[src/rtl/tile_mon_pkg.sv]
// Shared defaults and event layout for the tile output monitor.
// Latency and backpressure behaviour are described by the modules that import this package.
package tile_mon_pkg;

  localparam int TM_WIDTH    = 8;
  localparam int TM_TS_WIDTH = 8;

  typedef struct packed {
    logic [TM_TS_WIDTH-1:0] ts;
    logic [TM_WIDTH-1:0]    value;
  } tile_evt_t;

  // Occupancy counter width: one extra bit so that full and empty are distinguishable.
  function automatic int tm_cnt_w(input int depth);
    return $clog2(depth) + 1;
  endfunction

endpackage

[src/rtl/tile_evt_fifo.sv]
// Register-array FIFO with no bypass; a push is visible at the head one edge later.
// When full, a push is accepted only alongside a pop; otherwise the caller sees full_o and drops the entry.
module tile_evt_fifo
  import tile_mon_pkg::*;
#(
  parameter int DW    = 16,
  parameter int DEPTH = 4
) (
  input  logic                         clk,
  input  logic                         rst_n,
  input  logic                         push_i,
  input  logic                         pop_i,
  input  logic [DW-1:0]                din_i,
  output logic [DW-1:0]                dout_o,
  output logic                         full_o,
  output logic                         empty_o,
  output logic [tm_cnt_w(DEPTH)-1:0]   count_o
);

  localparam int AW = $clog2(DEPTH);
  localparam int CW = tm_cnt_w(DEPTH);

  logic [DW-1:0] mem_q [DEPTH];
  logic [CW-1:0] wr_q, wr_d;
  logic [CW-1:0] rd_q, rd_d;
  logic          wr_en, rd_en;

  assign count_o = wr_q - rd_q;
  assign full_o  = (count_o == CW'(DEPTH));
  assign empty_o = (count_o == '0);
  assign dout_o  = mem_q[rd_q[AW-1:0]];

  // Full plus pop frees the head slot on the same edge, so the write lands there.
  assign wr_en = push_i & (~full_o | pop_i);
  assign rd_en = pop_i & ~empty_o;

  always_comb begin
    wr_d = wr_q;
    rd_d = rd_q;
    if (wr_en) wr_d = wr_q + CW'(1);
    if (rd_en) rd_d = rd_q + CW'(1);
  end

  always_ff @(posedge clk or negedge rst_n) begin
    if (!rst_n) begin
      wr_q <= '0;
      rd_q <= '0;
      for (int i = 0; i < DEPTH; i++) mem_q[i] <= '0;
    end else begin
      wr_q <= wr_d;
      rd_q <= rd_d;
      if (wr_en) mem_q[wr_q[AW-1:0]] <= din_i;
    end
  end

endmodule

[src/rtl/tile_out_monitor.sv]
// Synchronises a tile output bus and logs each change as {timestamp, value}; 3 edges from a stable input to evt_valid.
// The consumer stalls via evt_ready; changes arriving while the FIFO is full are dropped and flagged in sticky overflow.
module tile_out_monitor
  import tile_mon_pkg::*;
#(
  parameter int WIDTH    = TM_WIDTH,
  parameter int TS_WIDTH = TM_TS_WIDTH,
  parameter int DEPTH    = 4
) (
  input  logic                      clk,
  input  logic                      rst_n,
  input  logic [WIDTH-1:0]          tile_out,
  input  logic                      en,
  input  logic                      clr_ovf,
  output logic                      evt_valid,
  input  logic                      evt_ready,
  output logic [TS_WIDTH+WIDTH-1:0] evt_data,
  output logic [$clog2(DEPTH):0]    evt_count,
  output logic                      overflow
);

  logic [WIDTH-1:0]    s1_q, s2_q, prev_q;
  logic [TS_WIDTH-1:0] ts_q;
  logic                ovf_q, ovf_d;
  logic                chg, push, pop, drop;
  logic                fifo_full, fifo_empty;

  // prev follows s2 unconditionally, so raising en never reports a stale difference.
  assign chg  = (s2_q != prev_q);
  assign push = chg & en;
  assign pop  = evt_valid & evt_ready;
  assign drop = push & fifo_full & ~pop;

  always_comb begin
    ovf_d = ovf_q;
    if (drop)         ovf_d = 1'b1;
    else if (clr_ovf) ovf_d = 1'b0;
  end

  always_ff @(posedge clk or negedge rst_n) begin
    if (!rst_n) begin
      s1_q   <= '0;
      s2_q   <= '0;
      prev_q <= '0;
      ts_q   <= '0;
      ovf_q  <= 1'b0;
    end else begin
      s1_q   <= tile_out;
      s2_q   <= s1_q;
      prev_q <= s2_q;
      ts_q   <= ts_q + TS_WIDTH'(1);
      ovf_q  <= ovf_d;
    end
  end

  tile_evt_fifo #(
    .DW    (TS_WIDTH + WIDTH),
    .DEPTH (DEPTH)
  ) u_fifo (
    .clk     (clk),
    .rst_n   (rst_n),
    .push_i  (push),
    .pop_i   (pop),
    .din_i   ({ts_q, s2_q}),
    .dout_o  (evt_data),
    .full_o  (fifo_full),
    .empty_o (fifo_empty),
    .count_o (evt_count)
  );

  assign evt_valid = ~fifo_empty;
  assign overflow  = ovf_q;

endmodule

[config.mk]
export PLATFORM = sky130hd
export DESIGN_NAME = tile_out_monitor
export DESIGN_NICKNAME = d
export VERILOG_FILES = /design/src/rtl/tile_mon_pkg.sv /design/src/rtl/tile_evt_fifo.sv /design/src/rtl/tile_out_monitor.sv
export SDC_FILE = /design/constraint.sdc
export NUM_CORES = 1
export LEC_CHECK = 0
export ABC_AREA = 1
export CAP_MARGIN = 5
export CORE_MARGIN = 2
export CORE_UTILIZATION = 50
export CTS_CLUSTER_DIAMETER = 50
export CTS_CLUSTER_SIZE = 24
export DETAILED_ROUTE_END_ITERATION = 16
export PLACE_DENSITY = 0.72
export SLEW_MARGIN = 20
export SYNTH_ARGS = -nofsm -noshare
export SYNTH_HDL_FRONTEND = slang
export SYNTH_SLANG_ARGS = --single-unit
[constraint.sdc]
create_clock -name clk -period 2 [get_ports clk]
set_clock_uncertainty 0.05 [all_clocks]
set_input_delay 0.2 -clock clk [delete_from_list [all_inputs] [get_ports clk]]
set_output_delay 0.2 -clock clk [all_outputs]
set_load 0.1 [all_outputs]
==> qor.txt, run 1 <==
worst hold slack - 195.5 ps
initial antenna violation count - 0
Layout Nets - 645
Initial DRT Pass Iterations - 6
Clk pin slew, worst setup/hold paths - 100 ps
RSZ-0062 raised after global routing - yes
IO Pins - 34
first-pass GRT wire length - 26.79 mm
Post-Route Utilization - 79.53%
minimum clock period - 2495 ps
All-Layer GR Usage - 34.70%
First DRT Iteration DRCs - 572
hold wc startpoint - tile_out[0]
reg2reg start - u_fifo.rd_q[0]$_DFFE_PN0P_
hold-critical path endpoint - s1_q[0]$_DFF_PN0_
area growth from synthesis to layout - 53.91%
critical-path cell list - ha_4 > fa_2 > xnor2_2 > nand2_1 > buf_4 > nand3_4 > buf_12 > buf_6 > nand4_4 > buf_8 > nand2_2 > nand2_1
worst-path fanout max - 6
Die Height - 102.0 um
Crit. End Element - register
FF+latch count, synth - 103
warning count from the yosys run - 0
most common cell after layout, fill and taps aside - dfrtp_1
final wirelength - 18.64 mm
H-tree depth - 3
syn nets - 563
RR Endpoint - u_fifo.mem_q[63]$_DFFE_PN0P_
Critical Path AT - 2710 ps
violated checks - setup timing
Final Cycle Share - 124.8%
CP Launch Type - register
number of port buffers - 33
Worst Path Buf+Inv - 4
final setup fails - 90
crit path from - u_fifo.rd_q[0]$_DFFE_PN0P_
Rel. slew slack - 62.52%
R2R cell count - 12
WHS Path Cells - 1
most frequent cells in the layout - 101 x dfrtp_1, 98 x nand2_1, 64 x nand4_1, 52 x nand2_2, 33 x buf_12
vias in the first global route - 4956
RePlAce Congestion - 0.8191
Die Width - 102.0 um
cells taking the most area after synthesis - dfrtp_1 54%, nand2_1 13%, nand4_1 8.3%, o21ai_0 3.7%, nor2_1 3.5%
Max Freq - 400.8 MHz
Antenna diodes - 0
MaxCap Viol Count - 0
aggregate negative setup slack - -31480 ps
core footprint - 9284 um^2
Worst-Margin Slew - 562.2 ps
CTS tree - yes
initial core utilization - 51.67%
Via density - 6.646
post-synthesis cell area - 4797 um^2
largest stage delay on the critical path - 440 ps
Mapped Cells - 541
Yosys top cell area share - 53.73%
CTS Buf Count - 9
outcome - complete, but fails checks
pin count of the biggest net entering global routing - 40
fin. max-slew vios - 0
die area - 10390 um^2
critical setup path kind - reg2reg
Final HPWL DP - 7.861 mm
Setup WS post-layout - -495.1 ps
family with the most delay on the worst path - adder cells
drt wl/cell - 24.65 um
crit-path most repeated cell - nand2_1
fraction of layout cells with a size suffix above 1 - 40.99%
CTS Sinks - 103
crit path max-delay cell type - dfrtp_2
Area after DPL - 5803 um^2
post-synthesis sequential area ratio - 53.73%
Overflow after GRT - 0
root cell of the clock tree - clkbuf_8
Crit path required time - 2220 ps
Std-Cell Rows - 35
R2R Setup Slk - -500 ps
area leader, netlist - dfrtp_1
library cells used by synthesis - 25
final hold viol count - 0
total number of vias - 5024
Final Instance Area - 7383 um^2
Hold WC Path Type - in2reg
worst skew pair latency - 380 ps
Clock Tree Buf Depth - 2
Post-Syn Area per Cell - 8.867 um^2
DRT antenna net count - 0
drt drc - 0
flip-flops by register name, summed over array words and instances, names as in the netlist:
name	flops
u_fifo.mem_q	64
prev_q	8
s1_q	8
s2_q	8
ts_q	8
u_fifo.rd_q	3
u_fifo.wr_q	3
overflow	1
kinds of logic (layout without fill, tap and decap cells):
group / count (synthesis) / in the layout / synth area share, %
xor+xnor: 12 / 12 / 2.191
fa+ha+maj: 9 / 9 / 2.504
flops: 103 / 103 / 53.73
compound gates: 52 / 52 / 5.842
simple gates: 296 / 296 / 28.74
buf+inv: 69 / 155 / 6.990
cell usage after synthesis:
cell and number:
a21oi_1 1, buf_1 7, buf_2 10, buf_4 1
buf_6 8, clkbuf_1 11, dfrtp_1 103, fa_1 1
ha_1 8, inv_1 31, inv_2 1, nand2_1 170
nand2_2 1, nand3_1 8, nand3_4 1, nand4_1 64
nand4_4 4, nor2_1 45, nor2_2 1, nor2_4 1
nor3_1 1, o21ai_0 35, o22ai_1 16, xnor2_1 4
xor2_1 8
repair_timing:
item	4_1_cts	5_1_grt
endpoints found under the hold margin	36	0
pin swaps	59	38
setup buffers	27	11
hold buffers	1	0
cloned	11	3
setup endpoints to repair	84	90
gates resized for setup	171	78
through the flow:
| stage | setup WS [ps] | cells |
|---|---|---|
| 6_report | -495.1 | 756 |
| 5_1_grt | -524.1 | 756 |
| 4_1_cts | -327.8 | 750 |
| 3_5_place_dp | -150.9 | 696 |
| 3_3_place_gp | -65.83 | 696 |
| 2_1_floorplan | -186.1 | 541 |
area by class of cell:
class                   instances  area, um^2
clock inverters                 5       106.4
well taps                     129       161.4
flip-flops and latches        103        2580
inverters                      32       136.4
fillers                       485        1901
multi-input cells             369        2670
clock buffers                  10       127.6
repair buffers                108        1602
how the worst max path moves through the flow:
stage	slack, ps	cells after the start	endpoint
6_report	-500	12	u_fifo.mem_q[63]$_DFFE_PN0P_
5_1_grt	-520	13	u_fifo.mem_q[55]$_DFFE_PN0P_
4_1_cts	-330	8	evt_count[2]
3_5_place_dp	-150	8	u_fifo.mem_q[46]$_DFFE_PN0P_
3_3_place_gp	-70	8	u_fifo.mem_q[56]$_DFFE_PN0P_
2_1_floorplan	-190	9	overflow$_DFFE_PN0P_
per-layer routing:
metal | track usage (%) | routed length (um)
met5 | 0 | 0
met4 | 17.95 | 1328
met3 | 8.413 | 2039
met2 | 55.11 | 8491
met1 | 44.49 | 6777
Power of run 1 is not shown: default switching activity piles up to over one toggle a cycle in this logic, so the estimate is an artifact.
==> run 2: changes to the inputs <==
--- a/config.mk
+++ b/config.mk
@@ -7,7 +7,6 @@
 export LEC_CHECK = 0
 export ABC_AREA = 1
 export CAP_MARGIN = 5
-export CORE_MARGIN = 2
 export CORE_UTILIZATION = 50
 export CTS_CLUSTER_DIAMETER = 50
 export CTS_CLUSTER_SIZE = 24
==> qor.txt, run 2 (same netlist as run 1, synthesis figures left out) <==
initial antenna violation count - 0
core footprint - 9284 um^2
RePlAce Congestion - 0.7925
WP depth - 8
global route hottest layer - met2
RR Endpoint - u_fifo.mem_q[38]$_DFFE_PN0P_
grt met2 use - 54.54%
WHS Path Cells - 1
R2R Setup Slk - -340 ps
H-tree depth - 3
Critical Path AT - 2160 ps
reg2reg start - u_fifo.rd_q[0]$_DFFE_PN0P_
Hold WC Path Type - in2reg
Die Height - 99.95 um
Crit path required time - 1750 ps
hold-critical path endpoint - s1_q[6]$_DFF_PN0_
CTS tree - yes
area growth from synthesis to layout - 48.30%
first-pass GRT wire length - 25.62 mm
total number of vias - 4722
drt drc - 0
drt wl/cell - 22.21 um
Rel. slew slack - 65.68%
Via density - 6.271
max reg flops - 64
final wirelength - 16.73 mm
crit path max-delay cell type - dfrtp_2
Crit. End Element - primary output
Post-Route Utilization - 76.63%
CP Launch Type - register
First DRT Iteration DRCs - 597
Overflow after GRT - 0
Die Width - 99.95 um
Std-Cell Rows - 35
Final Cycle Share - 120.6%
Initial DRT Pass Iterations - 5
CTS Sinks - 103
most frequent cells in the layout - 125 x nand2_1, 101 x dfrtp_1, 64 x nand4_1, 42 x nand2_2, 33 x buf_12
initial core utilization - 51.67%
most common cell after layout, fill and taps aside - nand2_1
worst-path fanout max - 2
RSZ-0062 raised after global routing - yes
Layout Nets - 641
critical-path cell list - ha_4 > fa_2 > xor2_1 > nand2_1 > buf_6 > nand2_4 > clkinvlp_4 > buf_12
MaxCap Viol Count - 0
DRT antenna net count - 0
Antenna diodes - 0
All-Layer GR Usage - 34.80%
largest stage delay on the critical path - 450 ps
Worst Path Buf+Inv - 3
Biggest register - u_fifo.mem_q
Final HPWL DP - 7.669 mm
Worst-Margin Slew - 514.7 ps
final setup fails - 90
fraction of layout cells with a size suffix above 1 - 36.54%
fin. max-slew vios - 0
minimum clock period - 2412 ps
R2R cell count - 11
die area - 9990 um^2
critical setup path kind - reg2out
global-route track usage on met1 - 41.54%
Clock Tree Buf Depth - 2
final hold viol count - 0
CTS Buf Count - 9
Clk pin slew, worst setup/hold paths - 130 ps
outcome - complete, but fails checks
family with the most delay on the worst path - adder cells
GRT met3 Usage - 8.496%
hold wc startpoint - tile_out[6]
pin count of the biggest net entering global routing - 53
Setup WS post-layout - -411.9 ps
number of port buffers - 33
violated checks - setup timing
root cell of the clock tree - clkbuf_8
vias in the first global route - 4889
worst skew pair latency - 400 ps
IO Pins - 34
Max Freq - 414.6 MHz
run 2: cell count changes in the layout (fill, tap and decap cells not counted), sizes merged, moves of 2 or more:
cell | previous run | this run
inv | 32 | 34
buf | 91 | 88
bufinv | 3 | 1
clkinv | 0 | 3
clkbuf | 14 | 11
run 2: area by class of cell:
cell class / instances / area [um^2]
clock buffer: 9 / 123.9
clock inverter: 7 / 87.58
fill: 540 / 2170
inverter: 32 / 136.4
sequential: 103 / 2580
multi-input combinational: 369 / 2482
timing repair buffer: 104 / 1543
tap: 129 / 161.4
run 2: metrics by stage:
stage               setup WS, ps  cell area, um^2  std cells  setup TNS [ps]  hold slack [ps]
floorplan                 -186.1             5082        541          -503.6           -145.6
global placement          -67.85             5808        695           -2241            162.5
detailed placement        -107.3             5808        695           -4321            156.6
CTS                       -355.7             7027        754          -21410            186.8
global route              -496.0             7114        753          -31710            204.9
finish                    -411.9             7114        753          -24560            187.7
run 2: timing repair:
action	4_1_cts	5_1_grt
endpoints found under the setup margin	87	90
pin swaps	49	13
hold endpoints to repair	37	0
buffers inserted	30	4
hold buffers	1	0
gates cloned	13	1
resized for setup	158	34
run 2: per-layer routing:
| metal | routed length [um] | part of all wire (%) |
|---|---|---|
| met5 | 0 | 0 |
| met2 | 8042 | 48 |
| met1 | 5973 | 36 |
| met4 | 1178 | 7.0 |
| met3 | 1529 | 9.1 |
run 2: worst max-delay path by stage:
stage	from	end
2_1_floorplan	u_fifo.wr_q[0]$_DFFE_PN0P_	overflow$_DFFE_PN0P_
3_3_place_gp	u_fifo.rd_q[0]$_DFFE_PN0P_	u_fifo.mem_q[13]$_DFFE_PN0P_
3_5_place_dp	u_fifo.rd_q[0]$_DFFE_PN0P_	u_fifo.mem_q[6]$_DFFE_PN0P_
4_1_cts	u_fifo.rd_q[0]$_DFFE_PN0P_	evt_count[2]
5_1_grt	u_fifo.rd_q[0]$_DFFE_PN0P_	evt_count[2]
6_report	u_fifo.rd_q[0]$_DFFE_PN0P_	evt_count[2]
Power of run 2 is left out for the same reason.
==> run 3: changes to the inputs <==
--- a/config.mk
+++ b/config.mk
@@ -12,6 +12,7 @@
 export CTS_CLUSTER_SIZE = 24
 export DETAILED_ROUTE_END_ITERATION = 16
 export PLACE_DENSITY = 0.72
+export REMOVE_ABC_BUFFERS = 1
 export SLEW_MARGIN = 20
 export SYNTH_ARGS = -nofsm -noshare
 export SYNTH_HDL_FRONTEND = slang
==> qor.txt, run 3 (same netlist as run 1, synthesis figures left out) <==
first-pass GRT wire length - 21.67 mm
Biggest register - u_fifo.mem_q
RePlAce Congestion - 0.7954
fin. max-slew vios - 0
area growth from synthesis to layout - 46.69%
vias in the first global route - 4326
Critical Path AT - 2620 ps
Worst-Margin Slew - 599.6 ps
drt wl/cell - 22.23 um
most common cell after layout, fill and taps aside - dfrtp_1
Clk pin slew, worst setup/hold paths - 110 ps
critical setup path kind - reg2reg
CP Launch Type - register
Max Freq - 420.1 MHz
fraction of layout cells with a size suffix above 1 - 42.53%
H-tree depth - 3
most frequent cells in the layout - 102 x dfrtp_1, 74 x nand2_1, 64 x nand2_2, 64 x nand4_1, 33 x nand2_4
max reg flops - 64
layout filler cell count - 536
number of port buffers - 33
Post-Route Utilization - 75.80%
Antenna diodes - 0
final hold viol count - 0
First DRT Iteration DRCs - 628
MaxCap Viol Count - 0
Clock Tree Buf Depth - 2
worst skew pair latency - 390 ps
Overflow after GRT - 0
Setup WS post-layout - -380.5 ps
die area - 9990 um^2
Rel. slew slack - 60.03%
core footprint - 9284 um^2
IO Pins - 34
pin count of the biggest net entering global routing - 44
Die Height - 99.95 um
Std-Cell Rows - 35
Final HPWL DP - 7.415 mm
aggregate negative setup slack - -21860 ps
Crit path required time - 2240 ps
drt drc - 0
final wirelength - 16.41 mm
Initial DRT Pass Iterations - 5
worst-path fanout max - 5
initial core utilization - 51.67%
violated checks - setup timing
minimum clock period - 2380 ps
outcome - complete, but fails checks
Hold WC Path Type - in2reg
All-Layer GR Usage - 28.23%
RSZ-0062 raised after global routing - yes
Final Cycle Share - 119.0%
CTS tree - yes
CTS Buf Count - 9
DRT antenna net count - 0
root cell of the clock tree - clkbuf_8
final setup fails - 87
Via density - 6.283
Crit. End Element - register
Layout Nets - 626
Die Width - 99.95 um
initial antenna violation count - 0
total number of vias - 4637
CTS Sinks - 103
==> run 3: final timing paths <==
kind | from | slack, ps | cells after the start | endpoint
max | u_fifo.rd_q[0]$_DFFE_PN0P_ | -380 | 11 | u_fifo.mem_q[42]$_DFFE_PN0P_
min | tile_out[3] | 180 | 1 | s1_q[3]$_DFF_PN0_
max reg2reg | u_fifo.rd_q[0]$_DFFE_PN0P_ | -380 | 11 | u_fifo.mem_q[42]$_DFFE_PN0P_
min reg2reg | s1_q[4]$_DFF_PN0_ | 310 | 0 | s2_q[4]$_DFF_PN0_
max in group asynchronous | rst_n | 870 | 3 | u_fifo.rd_q[0]$_DFFE_PN0P_
min in group asynchronous | rst_n | 310 | 2 | prev_q[2]$_DFF_PN0_
==> run 3: what timing repair did <==
item | 4_1_cts | 5_1_grt
hold endpoints to repair | 40 | 0
hold buffers | 1 | 0
endpoints found under the setup margin | 88 | 89
gates resized for setup | 34 | 252
gates cloned | 3 | 6
buffers inserted | 9 | 9
pin swaps | 9 | 75
==> run 3: per-stage QoR <==
step                area, um^2  worst slack, ps  hold WS [ps]  instances
CTS                       6086           -263.9         175.3        726
detailed placement        5527           -228.0         192.8        697
global route              7037           -432.0         167.1        738
finish                    7037           -380.5         179.8        738
global placement          5527           -122.6         177.7        697
floorplan                 4582            -1158        -145.6        504
==> run 3: worst max-delay path, stage by stage, from the launching register on <==
cell,delay [ps]
dfrtp_2,450
ha_4,170
fa_2,390
xnor2_2,170
nand2_1,110
buf_4,150
nand3_4,100
buf_12,140
nand4_4,190
clkbuf_16,230
nand2_2,60
nand2_1,60
==> run 3: area by class of cell <==
type | count | area, um^2 | area share [%]
multi-input cells | 369 | 2655 | 37.73
flip-flops and latches | 103 | 2579 | 36.65
repair buffers | 89 | 1290 | 18.33
well taps | 129 | 161.4 | 2.294
inverters | 32 | 132.6 | 1.885
clock buffers | 9 | 123.9 | 1.760
clock inverters | 7 | 95.09 | 1.351
==> run 3: per-layer routing <==
metal,track usage (%),vias up,wire (um),share of wire [%]
li1,-,1933,-,-
met1,36.07,2274,6099,37
met2,46.79,330,7892,48
met3,5.292,100,1456,8.9
met4,13.12,0,958,5.8
met5,0,-,0,0
Power of run 3 is left out for the same reason.
